### src/rtl/req_initiator.sv
// Request/grant initiator: raises req on start, holds it after grant, then waits for release.
// Optional statistics (grant_count, last_latency) are built only when REQ_INITIATOR_STATS_EN is defined.
module req_initiator #(
  parameter int TIMEOUT_CYCLES = 16,
  parameter int HOLD_W         = 4
) (
  input  logic              clk,
  input  logic              rstn,
  input  logic              start,
  input  logic [HOLD_W-1:0] hold_cycles,
  input  logic              gnt,
  output logic              req,
  output logic              busy,
  output logic              done,
  output logic              timeout_err,
  output logic              proto_err,
  output logic [15:0]       grant_count,
  output logic [7:0]        last_latency
);

  localparam logic [1:0] S_IDLE = 2'd0;
  localparam logic [1:0] S_REQ  = 2'd1;
  localparam logic [1:0] S_HOLD = 2'd2;
  localparam logic [1:0] S_REL  = 2'd3;
  // Expiry is detected one count early so the pulse lands on edge T+TIMEOUT_CYCLES.
  localparam logic [7:0] WAIT_LAST = 8'(TIMEOUT_CYCLES - 1);

  logic [1:0]        state_r, state_s;
  logic [7:0]        wait_r, wait_s;
  logic [HOLD_W-1:0] hold_r, hold_s;
  logic              proto_seen_r, proto_seen_s;
  logic              req_r, busy_r, done_r, terr_r, perr_r;
  logic              done_s, terr_s, perr_s;

  // Next-state and pulse decode for the handshake FSM.
  always_comb begin
    state_s      = state_r;
    wait_s       = wait_r;
    hold_s       = hold_r;
    proto_seen_s = proto_seen_r;
    done_s       = 1'b0;
    terr_s       = 1'b0;
    perr_s       = 1'b0;
    case (state_r)
      S_IDLE: begin
        if (start) begin
          state_s      = S_REQ;
          wait_s       = 8'd0;
          hold_s       = hold_cycles;
          proto_seen_s = 1'b0;
        end else begin
          state_s = S_IDLE;
        end
      end
      S_REQ: begin
        if (gnt) begin
          state_s = S_HOLD;
        end else if (wait_r == WAIT_LAST) begin
          state_s = S_IDLE;
          terr_s  = 1'b1;
        end else begin
          wait_s = wait_r + 8'd1;
        end
      end
      S_HOLD: begin
        if (!gnt) begin
          state_s      = S_REL;
          wait_s       = 8'd0;
          perr_s       = 1'b1;
          proto_seen_s = 1'b1;
        end else if (hold_r == '0) begin
          state_s = S_REL;
          wait_s  = 8'd0;
        end else begin
          hold_s = hold_r - 1'b1;
        end
      end
      S_REL: begin
        if (!gnt) begin
          state_s = S_IDLE;
          done_s  = !proto_seen_r;
        end else if (wait_r == WAIT_LAST) begin
          state_s = S_IDLE;
          terr_s  = 1'b1;
        end else begin
          wait_s = wait_r + 8'd1;
        end
      end
      default: begin
        state_s = S_IDLE;
      end
    endcase
  end

  // FSM state, counters and registered outputs.
  always_ff @(posedge clk or negedge rstn) begin
    if (!rstn) begin
      state_r      <= S_IDLE;
      wait_r       <= 8'd0;
      hold_r       <= '0;
      proto_seen_r <= 1'b0;
      req_r        <= 1'b0;
      busy_r       <= 1'b0;
      done_r       <= 1'b0;
      terr_r       <= 1'b0;
      perr_r       <= 1'b0;
    end else begin
      state_r      <= state_s;
      wait_r       <= wait_s;
      hold_r       <= hold_s;
      proto_seen_r <= proto_seen_s;
      req_r        <= (state_s == S_REQ) || (state_s == S_HOLD);
      busy_r       <= (state_s != S_IDLE);
      done_r       <= done_s;
      terr_r       <= terr_s;
      perr_r       <= perr_s;
    end
  end

  assign req         = req_r;
  assign busy        = busy_r;
  assign done        = done_r;
  assign timeout_err = terr_r;
  assign proto_err   = perr_r;

`ifdef REQ_INITIATOR_STATS_EN
  logic [15:0] grant_count_r;
  logic [7:0]  last_latency_r;
  logic        grant_s;
  logic [7:0]  lat_s;

  // Latency counts edges since start, so it is the wait count plus the sampling edge.
  always_comb begin
    grant_s = (state_r == S_REQ) && gnt;
    if (wait_r == 8'hFF) begin
      lat_s = 8'hFF;
    end else begin
      lat_s = wait_r + 8'd1;
    end
  end

  // Saturating grant counter and last grant latency capture.
  always_ff @(posedge clk or negedge rstn) begin
    if (!rstn) begin
      grant_count_r  <= 16'h0000;
      last_latency_r <= 8'h00;
    end else begin
      if (done_s && (grant_count_r != 16'hFFFF)) begin
        grant_count_r <= grant_count_r + 16'd1;
      end
      if (grant_s) begin
        last_latency_r <= lat_s;
      end
    end
  end

  assign grant_count  = grant_count_r;
  assign last_latency = last_latency_r;
`else
  assign grant_count  = 16'h0000;
  assign last_latency = 8'h00;
`endif

endmodule

### config.mk
export PLATFORM = sky130hd
export DESIGN_NAME = req_initiator
export DESIGN_NICKNAME = d
export VERILOG_FILES = /design/src/rtl/req_initiator.sv
export SDC_FILE = /design/constraint.sdc
export NUM_CORES = 1
export LEC_CHECK = 0
export BUFFER_PORTS_ARGS = -buffer_cell sky130_fd_sc_hd__buf_2
export CORE_MARGIN = 2
export CORE_UTILIZATION = 40
export CTS_CLUSTER_DIAMETER = 200
export DETAILED_ROUTE_END_ITERATION = 12
export PLACE_DENSITY = 0.63
export SYNTH_ARGS = -nofsm -noshare
export SYNTH_HDL_FRONTEND = slang
export SYNTH_SLANG_ARGS = --single-unit
export TNS_END_PERCENT = 100
### constraint.sdc
create_clock -name clk -period 2 [get_ports clk]
set_input_delay 0.4 -clock clk [delete_from_list [all_inputs] [get_ports clk]]
set_output_delay 0.4 -clock clk [all_outputs]
set_load 0.05 [all_outputs]
== After elaboration in Yosys (flattened, before gate mapping) ==
Cells that the tools add are included.

* Flip-flop bits (word level): 20
* Input bits: 8
* Output and inout bits: 29

* Add/subtract/negate cells: 2
* Equal/unequal tests: 13
* Muxes and demuxes: 29
* Reductions and logical operators: 9

{| class="wikitable"
|+ Operators by type and width
! kind !! count
|-
| 8-bit 2-to-1 mux || 6
|-
| 8-bit case mux with 4 select lines || 1
|-
| 4-bit 2-to-1 mux || 3
|-
| 2-bit inequality test, second input constant || 6
|-
| 1-bit 2-to-1 mux || 10
|-
| 2-bit 2-to-1 mux || 5
|-
| 8-bit by 1-bit adder with 8-bit output, second input constant || 1
|-
| 8-bit by 4-bit equality test with 1-bit output, second input constant || 1
|-
| 2-bit case mux with 4 select lines || 1
|-
| 4-bit case mux with 2 select lines || 1
|-
| 4-bit AND reduction || 2
|-
| 2-bit equality test, second input constant || 3
|-
| 2-bit by 1-bit equality test with 1-bit output, second input constant || 2
|-
| 4-bit logical NOT || 1
|-
| 1-bit case mux with 2 select lines || 2
|-
| 2-bit nonzero test || 2
|-
| 4-bit by 1-bit subtractor with 4-bit output, second input constant || 1
|-
| 3-bit inequality test, second input constant || 1
|-
| 3-bit AND reduction || 1
|-
| 2-bit logical NOT || 1
|-
| 1-bit logical NOT || 1
|-
| 1-bit logical OR || 1
|}

== Depth between registers and ports, before layout ==
* Word-level depth: 6
* Gate-level depth with buffers: 8
* Depth with buffers taken out: 8

== Worst setup path before layout ==
OpenSTA, ideal clock, no wires.

* Kind: register to register
* Start: register hold_r[0]
* End: register req_r (netlist: req)
* Data arrival time: 1.704 ns
* Required time: 1.874 ns
* Slack: 0.170 ns
* Cell stages (with the launch flop): 8
* Buffers on the path: 0
* Period minus slack after synthesis: 1.830 ns
* Path through: dfrtp_1 > inv_1 > ha_1 > nor2b_1 > a221oi_2 > a221o_1 > a21o_4 > ha_1

* Word-level cells in the longest chain between the ends: 6
* Elaborated cells between the ends (all ways): 7

{| class="wikitable"
|+ RTL lines
! what !! RTL line !! RTL
|-
| start: declaration || 30 || <nowiki>logic [HOLD_W-1:0] hold_r, hold_s;</nowiki>
|-
| start signal: assignment || 110 || <nowiki>hold_r <= hold_s;</nowiki>
|-
| 4-bit logical NOT * || 71 || <nowiki>end else if (hold_r == '0) begin</nowiki>
|-
| 2-bit 2-to-1 mux * || 71 ||
|-
| 2-bit 2-to-1 mux * || 66 || <nowiki>if (!gnt) begin</nowiki>
|-
| 2-bit case mux with 4 select lines * || 44 || <nowiki>case (state_r)</nowiki>
|-
| 2-bit by 1-bit equality test with 1-bit output / 2-bit equality test (equally long branches) || 112 || <nowiki>req_r <= (state_s == S_REQ) || (state_s == S_HOLD);</nowiki>
|-
| 1-bit logical OR * || 112 ||
|-
| end signal: assignment || 112 ||
|-
| end: declaration || 32 || <nowiki>logic req_r, busy_r, done_r, terr_r, perr_r;</nowiki>
|}

Mark *: on every way between the ends. The rest lies on a longest branch, timed or not.
A chain may end at the register's enable or synchronous reset.

== Worst setup path in the final report ==
Same ends and word-level chain as after synthesis.

==> results.py <==
metrics = {
    "worst_setup_path": {
        "crit_type": "reg2reg",
        "crit_family": "compound AO/OA/AOI/OAI gates",
        "crit_start": "hold_r[0]",
        "critical_path_required_ns": 2.20,
        "crit_top_cell": "ha_1",
        "critical_path_peak_fanout": 5,
        "crit_arrival_ns": 2.08,
        "worstSetupStartpointType": "flop",
        "slowest_stage": "dfrtp_1",
        "critical_path.cell_chain": "inv_1 -> ha_1 -> nor2b_2 -> a221oi_2 -> a221o_1 -> a21o_4 -> ha_1",
        "end_kind": "flop",
        "rr_startpoint": "hold_r[0]",
        "path_buf_inv": 1,
        "worst_path_largest_cell_delay_ns": 0.39,
    },
    "synth": {
        "synth-compound-area-share_pct": 16.92,
        "synthTopCellsByArea": "dfrtp_1, buf_4, ha_1, a22o_1, o21ai_0",
        "syn_avg_cell_area_sq_um": 9.557,
        "synthTopCellsByCount": "buf_4, dfrtp_1, nor2_1, inv_1, o21ai_0",
        "yosys.area_share.simple_pct": 16.52,
        "synthArstFlopShare_pct": 100.0,
        "synth_most_common_cell": "buf_4",
        "yosys.area.top_type_share_pct": 40.28,
        "ys_seq_area_share_pct": 40.28,
        "synth_top_family_by_area": "buffers and inverters",
        "yosysTopAreaCell": "dfrtp_1",
        "ys_warn_count": 0,
        "yosys.area_share.adder_pct": 3.021,
        "synth.distinct_cells": 36,
        "synth-xor-area-share_pct": 2.115,
        "ys_ff_latch": 20,
        "synthCells": 130,
        "synthMuxAreaShare_pct": 2.719,
        "synth_edf_count": 0,
        "ys.flop_type": "dfrtp_1",
        "synth_area_sq_mm": 0.001242,
    },
    "clocking": {
        "clock-sinks": 20,
        "cts_tree": "built",
        "hold_buffers": 0,
        "numCtsBuffers": 3,
        "worstSkewPairLatency_ns": 0.31,
        "htreeDepth": 1,
        "post_cts_buffers": 0,
        "cts-root-buf": "clkbuf_4",
        "ctsResizeCount": 0,
        "clockBufferDepth": 2,
        "clk_pin_slew_worst_paths_ns": 0.12,
    },
    "timing": {
        "setup_violations": 0,
        "timing.final.crit_share_pct": 94.24,
        "fmax_ghz": 0.5305,
        "tns_ns": 0,
        "rsz0062_at_grt": "no",
        "min_period_ns": 1.885,
        "skew_ns": 0.006601,
        "final_max_slew_viol_count": 0,
        "hold_viol_final": 0,
    },
    "die": {
        "start_util_pct": 41.38,
        "rows": 20,
        "core_area_sq_mm": 0.003003,
        "io_pins": 37,
        "dieArea_sq_mm": 0.003568,
        "fp.dieW_um": 59.73,
        "die_y_um": 59.73,
    },
    "route": {
        "dr.pass1.iters": 4,
        "vias": 910,
        "ant_nets": 0,
        "drt_iter0_markers": 12,
        "via_per_inst": 4.973,
        "wire_per_inst_um": 11.38,
        "routed_wl_mm": 2.082,
        "route.detailed.drc": 0,
    },
    "global_routing": {
        "overflow": 0,
        "grt_pass1_vias": 751,
        "grt_pass1_wl_mm": 3.381,
        "grt_max_degree": 21,
        "grt_util_all_layers_pct": 12.70,
        "antenna_found_initial": 0,
    },
    "final_layout": {
        "diodes": 0,
        "drive_gt1_share_pct": 22.67,
        "finalNetCount": 162,
        "area_growth_pct": 6.948,
    },
    "pwr": {
        "power_mw": 1.912,
        "p_leak_nw": 0.6662,
        "ir_drop_uv": 737.2,
        "power_per_cell_area_mw_per_mm2": 1439,
    },
    "placed_design": {
        "finalWeightedCongestion": 0.8044,
        "dpl.hpwl_mm": 1.609,
        "io_buffers": 12,
    },
    "outcome": {
        "outcome": "finished clean",
    },
    "hold_path": {
        "hold_path.class": "in2async",
    },
    "run": {
        "maxCapViolCount": 0,
    },
}
cells by family (layout without fill, tap and decap cells):
group           Yosys count  count (layout)
mux                       2               2
simple gates             39              39
xor+xnor                  3               3
other cells               1              24
flops                    20              20
fa+ha+maj                 3               3
compound gates           28              28
buf+inv                  34              31
flip-flops by register name, summed over array words and instances (netlist names):
name          flops
wait_r            8
hold_r            4
state_r           2
busy              1
done              1
proto_err         1
proto_seen_r      1
req               1
timeout_err       1
area by class of cell:
cell class	count	area, sq um
clock buffers	4	36.28
fillers	292	1674
inverters	8	32.53
multi-input cells	99	605.6
flip-flops and latches	20	500.5
well taps	33	41.29
repair buffers	19	112.6
cell usage in the layout, fill, tap and decap left out, drive strengths merged:
master / netlist / routed
nand2: 7 / 7
buf: 26 / 19
nand2b: 2 / 2
or4: 1 / 1
o21ai: 8 / 8
nor2b: 4 / 4
ha: 3 / 3
nor4: 1 / 1
xnor2: 3 / 3
nor2: 9 / 9
o211ai: 2 / 2
a21oi: 4 / 4
clkbuf: 0 / 4
a221o: 1 / 1
a22o: 4 / 4
a32o: 1 / 1
mux2: 1 / 1
a21o: 2 / 2
a31oi: 3 / 3
conb: 1 / 24
dfrtp: 20 / 20
mux2i: 1 / 1
nor3b: 2 / 2
a221oi: 1 / 1
and3: 3 / 3
nand3: 6 / 6
inv: 8 / 8
o31ai: 2 / 2
nor3: 4 / 4
layer usage:
metal / share of wire (%) / track usage, %
met4: 1.1 / 3.810
met1: 47 / 17.83
met5: 0 / 0
met3: 4.3 / 3.896
met2: 48 / 18.79
report_power, final:
part / total [mW] / switching, mW / internal, mW
clock network: 0.238 / 0.127 / 0.111
registers: 0.657 / 0.115 / 0.542
logic: 1.02 / 0.640 / 0.376
total: 1.91 / 0.882 / 1.03
final timing paths:
check	endpoint	slack, ns	cells past startpoint
hold / removal	wait_r[0]	0.01	1
setup / recovery	req	0.12	7
setup reg to reg	req	0.12	7
min in group clk	hold_r[0]	0.34	3
max in group asynchronous	hold_r[1]	1.68	1
hold reg to reg	wait_r[7]	0.49	1
stage by stage:
stage | hold WS (ns) | area, sq um | setup WS [ns] | instances | util [%]
global route | 0.03517 | 1329 | 0.01173 | 183 | 44.25
detailed placement | 0.3700 | 1290 | 0.1136 | 179 | 42.96
floorplan | 0.1044 | 1329 | 0.1698 | 153 | -
CTS | 0.02046 | 1326 | 0.09392 | 183 | 44.17
global placement | 0.3707 | 1290 | 0.1644 | 179 | 42.96
finish | 0.01021 | 1329 | 0.1151 | 183 | 44.25
Power figures use the tool's default switching activity.
